==> src/rtl/arb_pkg.sv <==
// Shared state encodings for the round-robin grant arbiter.
package arb_pkg;

  localparam int ARB_STATE_W = 2;

  typedef enum logic [ARB_STATE_W-1:0] {
    ARB_IDLE    = 2'b00,
    ARB_GRANT   = 2'b01,
    ARB_RELEASE = 2'b10
  } arb_state_t;

endpackage

==> src/rtl/rr_pick.sv <==
// Rotate-priority encoder: first set request at or after ptr, wrapping modulo N_REQ.
module rr_pick #(
  parameter int N_REQ = 4,
  parameter int IDW   = (N_REQ > 1) ? $clog2(N_REQ) : 1
) (
  input  logic [N_REQ-1:0] req,
  input  logic [IDW-1:0]   ptr,
  output logic [IDW-1:0]   winner,
  output logic             any
);

  int idx;

  // Walk from the farthest candidate back to ptr so the closest one wins.
  always_comb begin
    winner = '0;
    any    = 1'b0;
    idx    = 0;
    for (int k = N_REQ - 1; k >= 0; k--) begin
      idx = int'(ptr) + k;
      if (idx >= N_REQ) idx = idx - N_REQ;
      if (req[idx]) begin
        winner = idx[IDW-1:0];
        any    = 1'b1;
      end
    end
  end

endmodule

==> src/rtl/rr_grant_arbiter.sv <==
// Round-robin arbiter FSM with registered one-hot grant and a Mealy arbitration strobe.
// Optional forced release after MAX_HOLD cycles when ARB_TIMEOUT_EN is defined.
module rr_grant_arbiter
  import arb_pkg::*;
#(
  parameter int N_REQ    = 4,
  parameter int MAX_HOLD = 8,
  localparam int IDW     = $clog2(N_REQ)
) (
  input  logic             clk,
  input  logic             reset,
  input  logic [N_REQ-1:0] req,
  output logic [N_REQ-1:0] grant,
  output logic [IDW-1:0]   grant_id,
  output logic             busy,
  output logic             req_ack,
  output logic             timeout
);

  localparam logic [N_REQ-1:0] ONE_HOT_0 = {{(N_REQ-1){1'b0}}, 1'b1};

  arb_state_t       state_q, state_d;
  logic [N_REQ-1:0] grant_q, grant_d;
  logic [IDW-1:0]   grant_id_q, grant_id_d;
  logic             busy_q, busy_d;
  logic [IDW-1:0]   ptr_q, ptr_d;
  logic [IDW-1:0]   pick_id;
  logic             pick_any;

`ifdef ARB_TIMEOUT_EN
  localparam int HCW = $clog2(MAX_HOLD + 1);
  logic [HCW-1:0] hold_cnt_q, hold_cnt_d;
  logic           timeout_q, timeout_d;
`endif

  rr_pick #(
    .N_REQ (N_REQ),
    .IDW   (IDW)
  ) u_pick (
    .req    (req),
    .ptr    (ptr_q),
    .winner (pick_id),
    .any    (pick_any)
  );

  always_comb begin
    state_d    = state_q;
    grant_d    = grant_q;
    grant_id_d = grant_id_q;
    busy_d     = busy_q;
    ptr_d      = ptr_q;
`ifdef ARB_TIMEOUT_EN
    hold_cnt_d = hold_cnt_q;
    timeout_d  = 1'b0;
`endif
    case (state_q)
      ARB_IDLE: begin
        if (pick_any) begin
          state_d    = ARB_GRANT;
          grant_d    = ONE_HOT_0 << pick_id;
          grant_id_d = pick_id;
          busy_d     = 1'b1;
`ifdef ARB_TIMEOUT_EN
          hold_cnt_d = '0;
`endif
        end
      end
      ARB_GRANT: begin
        if (!req[grant_id_q]) begin
          state_d = ARB_RELEASE;
          grant_d = '0;
          busy_d  = 1'b0;
        end
`ifdef ARB_TIMEOUT_EN
        else if (hold_cnt_q == HCW'(MAX_HOLD - 1)) begin
          state_d   = ARB_RELEASE;
          grant_d   = '0;
          busy_d    = 1'b0;
          timeout_d = 1'b1;
        end else begin
          hold_cnt_d = hold_cnt_q + 1'b1;
        end
`endif
      end
      ARB_RELEASE: begin
        // The owner just served becomes lowest priority at the next arbitration.
        ptr_d      = (grant_id_q == IDW'(N_REQ - 1)) ? '0 : grant_id_q + 1'b1;
        grant_id_d = '0;
        state_d    = ARB_IDLE;
      end
      default: begin
        state_d    = ARB_IDLE;
        grant_d    = '0;
        grant_id_d = '0;
        busy_d     = 1'b0;
      end
    endcase
  end

  always_ff @(posedge clk or posedge reset) begin
    if (reset) begin
      state_q    <= ARB_IDLE;
      grant_q    <= '0;
      grant_id_q <= '0;
      busy_q     <= 1'b0;
      ptr_q      <= '0;
`ifdef ARB_TIMEOUT_EN
      hold_cnt_q <= '0;
      timeout_q  <= 1'b0;
`endif
    end else begin
      state_q    <= state_d;
      grant_q    <= grant_d;
      grant_id_q <= grant_id_d;
      busy_q     <= busy_d;
      ptr_q      <= ptr_d;
`ifdef ARB_TIMEOUT_EN
      hold_cnt_q <= hold_cnt_d;
      timeout_q  <= timeout_d;
`endif
    end
  end

  assign grant    = grant_q;
  assign grant_id = grant_id_q;
  assign busy     = busy_q;
  assign req_ack  = (state_q == ARB_IDLE) && (|req);
`ifdef ARB_TIMEOUT_EN
  assign timeout  = timeout_q;
`else
  assign timeout  = 1'b0;
`endif

endmodule
==> config.mk <==
export PLATFORM = sky130hd
export DESIGN_NAME = rr_grant_arbiter
export DESIGN_NICKNAME = d
export VERILOG_FILES = /design/src/rtl/arb_pkg.sv /design/src/rtl/rr_pick.sv /design/src/rtl/rr_grant_arbiter.sv
export SDC_FILE = /design/constraint.sdc
export NUM_CORES = 1
export LEC_CHECK = 0
export CORE_AREA = 3 3 40 42
export DETAILED_ROUTE_END_ITERATION = 6
export DIE_AREA = 0 0 43 45
export DONT_BUFFER_PORTS = 1
export MAX_ROUTING_LAYER = met4
export PLACE_DENSITY = 0.6
export SKIP_CTS_REPAIR_TIMING = 1
export SYNTH_ARGS = -nofsm -noshare
export SYNTH_HDL_FRONTEND = slang
export SYNTH_SLANG_ARGS = --single-unit
==> constraint.sdc <==
create_clock -name clk -period 1.4 [get_ports clk]
set_input_delay 0.35 -clock clk [delete_from_list [all_inputs] [get_ports clk]]
set_output_delay 0.35 -clock clk [all_outputs]
set_load 0.01 [all_outputs]
== Word-level counts from Yosys, hierarchy flattened ==
Index checks and enable logic that the tools add are counted.

* Flip-flop bits (word level): 11
* Bits of input ports: 6
* Output and inout bits: 9
* Logic and storage cells: 74

* Add/sub/neg operators: 8
* $lt $le $gt $ge: 9
* Eq/ne operators: 5
* Shift-type cells: 1
* Muxes and demuxes: 38
* Bitwise logic cells: 2
* Reduce and logical (&&, ||, !) cells: 6

{| class="wikitable"
|+ Operators by type and width
! kind !! count
|-
| < comparator 32 x 4 -> 1 bit (second input constant) || 4
|-
| two-way mux 32 bit || 4
|-
| >= comparator 32 x 4 -> 1 bit (second input constant) || 3
|-
| subtractor 32 x 4 -> 32 bit (second input constant) || 3
|-
| two-way mux 2 bit || 8
|-
| two-way mux 1 bit || 15
|-
| case mux 4 bit (3 select lines) || 1
|-
| binary-select mux 1 bit (select 2 bit) || 5
|-
| two-way mux 4 bit || 2
|-
| case mux 2 bit (2 select lines) || 2
|-
| adder 2 x 2 -> 3 bit (second input constant) || 2
|-
| equality test 2 bit (second input constant) || 2
|-
| != test 2 bit (second input constant) || 2
|-
| AND reduction 2 bit || 2
|-
| OR reduction 4 bit || 1
|-
| left shift 1 x 2 -> 4 bit (first input constant) || 1
|-
| subtractor 2 x 3 -> 4 bit (second input constant) || 1
|-
| adder 2 x 1 -> 3 bit (second input constant) || 1
|-
| >= comparator 2 x 3 -> 1 bit (second input constant) || 1
|-
| < comparator 2 x 3 -> 1 bit (second input constant) || 1
|-
| case mux 1 bit (3 select lines) || 1
|-
| AND reduction 3 bit || 1
|-
| adder 2 x 1 -> 2 bit (second input constant) || 1
|-
| equality test 2 x 1 -> 1 bit (second input constant) || 1
|-
| 3 further kinds || 4
|}

== Logic depth before layout (Yosys ltp) ==
* Depth after elaboration: 13
* Gate-level depth with buffers: 5
* Depth with buffers taken out: 4

== Hierarchy ==
A second synthesis with hierarchy kept.

* Cell total of the unflattened synthesis: 62
* Area, all modules: 623.1 µm²

{| class="wikitable"
|+ By module, submodules not included
! module !! times used !! cells an instance !! area an instance (µm²) !! sequential area each (µm²)
|-
| rr_grant_arbiter || 1 || 49 || 545.5 || 275.3
|-
| rr_pick || 1 || 13 || 77.6 || 0.0
|}

== Worst setup path before layout ==
Ideal clock, no wire load.

* Path type: register -> register
* Start: register grant_id_q[0] (netlist: grant_id[0])
* End: register grant_q[2] (netlist: grant[2])
* Library setup time: 0.125 ns
* Arrival: 1.319 ns
* Path slack: -0.044 ns
* Stages on the path, launching flop included: 5
* Buffers on the path: 0
* Clock period less this slack: 1.444 ns
* Cell sequence: dfrtp_1 > mux4_2 > nand3b_1 > o21ai_2 > o2bb2ai_1

* Word-level cells in the longest chain between the ends: 4

{| class="wikitable"
|+ Ends and longest elaborated chain
! item !! line !! source
|-
| start: declaration || rr_grant_arbiter.sv:24 || <nowiki>logic [IDW-1:0] grant_id_q, grant_id_d;</nowiki>
|-
| start signal: assignment || rr_grant_arbiter.sv:114 || <nowiki>grant_id_q <= grant_id_d;</nowiki>
|-
| binary-select mux 1 bit (select 2 bit) || rr_grant_arbiter.sv:69 || <nowiki>if (!req[grant_id_q]) begin</nowiki>
|-
| two-way mux 1 bit (implied by the code) || rr_grant_arbiter.sv:69 ||
|-
| != test 2 bit (no source line) || - ||
|-
| AND reduction 3 bit (no source line) || - ||
|-
| end signal: assignment || rr_grant_arbiter.sv:113 || <nowiki>grant_q <= grant_d;</nowiki>
|-
| end: declaration || rr_grant_arbiter.sv:23 || <nowiki>logic [N_REQ-1:0] grant_q, grant_d;</nowiki>
|}

No other way between the ends. The select of a mux whose other input is x is not followed.
A chain may end at the register's enable or synchronous reset.

== Final worst setup path ==
* Start: register grant_id_q[0] (netlist: grant_id[0])
* End: register grant_q[3] (netlist: grant[3])

Same word-level chain as after synthesis.

==> impl_metrics.toml <==
[sta]
post-route-min-period_ns = 1.38
fin_tns_setup_ns = 0
slew_violations = 0
final.period_utilization_pct = 98.4
fin_skew_ns = 0.00553
setup_viol_count_final = 0
fmax_mhz = 726
grt_setup_unrepaired = "yes"
final_hold_viol_count = 0

[synth]
netlist_area_um2 = 612
syn-instance-count = 56
avgSynthCellArea_um2 = 10.9
yosysSeqAreaShare_pct = 45.0
synth_fp_nets = 63
synth_xor_area_share_pct = 0
synth_edf_count = 0
synth_seq_cells = 11
synth_compound_area_share_pct = 24.1
synth_top_family_by_area = "compound AO/OA/AOI/OAI gates"
synth_fa_ha_area_share_pct = 2.04
synthMuxAreaShare_pct = 7.16
synthArstFlopShare_pct = 100
ys_warn_count = 0
synth-main-ff-cell = "dfrtp_1"
synth_cell_type_count = 31
synth_simple_gate_area_share_pct = 15.5

[clock_network]
cts_buffers = 3
worst_skew_pair.late_latency_ns = 0.27
clk_pin_slew_ns = 0.07
cts_tree = "built"
clk_path_buf_depth = 2
h-tree-depth = 1
clkSinkCount = 11
ctsRootBufferMaster = "clkbuf_4"

[place]
dpl_cell_area_um2 = 651
dp_hpwl_um = 983
numPortBuffers = 0
placed_cells = 73
gp_congestion = 0.881

[global_routing]
track_usage_pct = 16.9
grt_max_degree = 12
grt_pass1_wl_um = 2320
first_global_vias = 521
antenna_found_initial = 0
grt.overflow.total = 0

[floorplan]
rows = 13
coreArea_mm2 = 0.00128
pin_count = 15
die_w_um = 43
die-area_mm2 = 0.00194
fp.dieH_um = 45
initial_core_util_pct = 47.6

[cells_and_area]
mostFrequentLayoutCell = "dfrtp_1"
n_antenna_cell = 0
num-nets-final = 72
final_cell_mix = "9 x dfrtp_1, 7 x buf_4, 4 x nor2_1, 4 x a21oi_1"
fill_cells = 110
syn_to_final_growth_pct = 18.0
instances_no_fill = 79
drive_gt1_share_pct = 39.1
multi_input_area_um2 = 329
area.sequential_um2 = 278
final_area_um2 = 722

[drt]
postRouteAntennaNets = 0
routedWlPerCell_um = 16.1
drt_iter0_markers = 11
vias_per_cell = 6.01
drcViolationCount = 0
drtPass1Iterations = 4
finalWirelength_um = 1270
vias = 475

[worst_setup_path]
worstPathMaxFanout = 4
setup.worst_path.end_class = "flop"
critPathLaunchType = "flop"
critPathArrivalTime_ns = 1.52
slowest_delay_ns = 0.53
rrSetupSlack_ns = 0.02
crit_chain = "mux4_2 -> nand3b_1 -> o21ai_2 -> o2bb2ai_2"
crit_slowest_cell = "mux4_2"
critPathBufInv = 0
cp_top_family = "multiplexers"
cp.required_ns = 1.55
timing_worst_setup_path_type = "reg -> reg"

[power]
cellPowerDensity_mw_per_mm2 = 2220
p_leak_nw = 0.301
p_total_w = 0.00160
ir_drop_uv = 954

[status]
status = "finished, final reports clean"

[hold_path]
hp-class = "in -> reg"

[job]
drv_cap = 0
-- cell type report --
class / count / area share (%)
flip-flops and latches: 11 / 38.5
clock buffers: 4 / 3.64
repair buffers: 8 / 8.67
multi-input cells: 39 / 45.6
well taps: 15 / 2.60
inverters: 2 / 1.04
-- metrics by stage --
stage / hold slack (ns) / setup slack [ns] / util, %
CTS: -0.0359 / -0.103 / 52.7
finish: 0.334 / 0.0221 / 56.2
floorplan: 0.202 / 0.00668 / -
global route: 0.329 / -0.0647 / 56.2
global placement: 0.244 / 0.0429 / 50.6
detailed placement: 0.252 / -0.0373 / 50.6
-- where the power goes --
part | internal (W) | switching (W)
registers | 0.000466 | 0.000161
clock network | 0.000110 | 0.000102
logic | 0.000380 | 0.000380
-- state kept, by name (all words and copies together), names as in the netlist --
| signal | cells |
|---|---|
| grant | 4 |
| ptr_q | 2 |
| busy | 1 |
| grant_id | 2 |
| state_q | 2 |
-- Yosys cell counts, drive strengths merged (2+ instances only) --
| library cell | number | area, um2 |
|---|---|---|
| clkbuf | 2 | 7.51 |
| nor2 | 4 | 15.0 |
| dfrtp | 11 | 275 |
| a21oi | 4 | 20.0 |
| o221ai | 2 | 17.5 |
| o21ai | 4 | 23.8 |
| o2bb2ai | 4 | 47.6 |
| nand2 | 2 | 7.51 |
| buf | 2 | 18.8 |
| nand3b | 2 | 15.0 |
| nand2b | 2 | 12.5 |
| inv | 2 | 7.51 |
-- worst paths after layout --
kind                             start        to  cells after the start
setup / recovery           grant_id[0]  grant[3]                      4
hold / removal                  req[3]  grant[1]                      2
setup reg to reg           grant_id[0]  grant[3]                      4
hold reg to reg               grant[2]  grant[2]                      1
max in group asynchronous        reset  ptr_q[1]                      2
min in group asynchronous        reset  grant[0]                      2
-- worst reg2reg max path: stages (launching register included) --
cell	delay (ns)
dfrtp_2	0.37
mux4_2	0.53
nand3b_1	0.12
o21ai_2	0.10
o2bb2ai_2	0.13
-- metal layers --
metal  share of wire (%)  GRT usage, %  up-vias  routed length [um]
met5                   0             -        -                   0
met4                 2.8          10.8        0                  36
met3                  11          5.58        6                 141
met2                  47          25.4       21                 598
met1                  39          19.5      225                 496
li1                    -             -      223                   -
-- logic make-up after synthesis --
group,count (synthesis)
other cells,1
mux,3
buf+inv,6
fa+ha+maj,1
compound gates,19
simple gates,15
flops,11
Power figures use the tool's default switching activity.
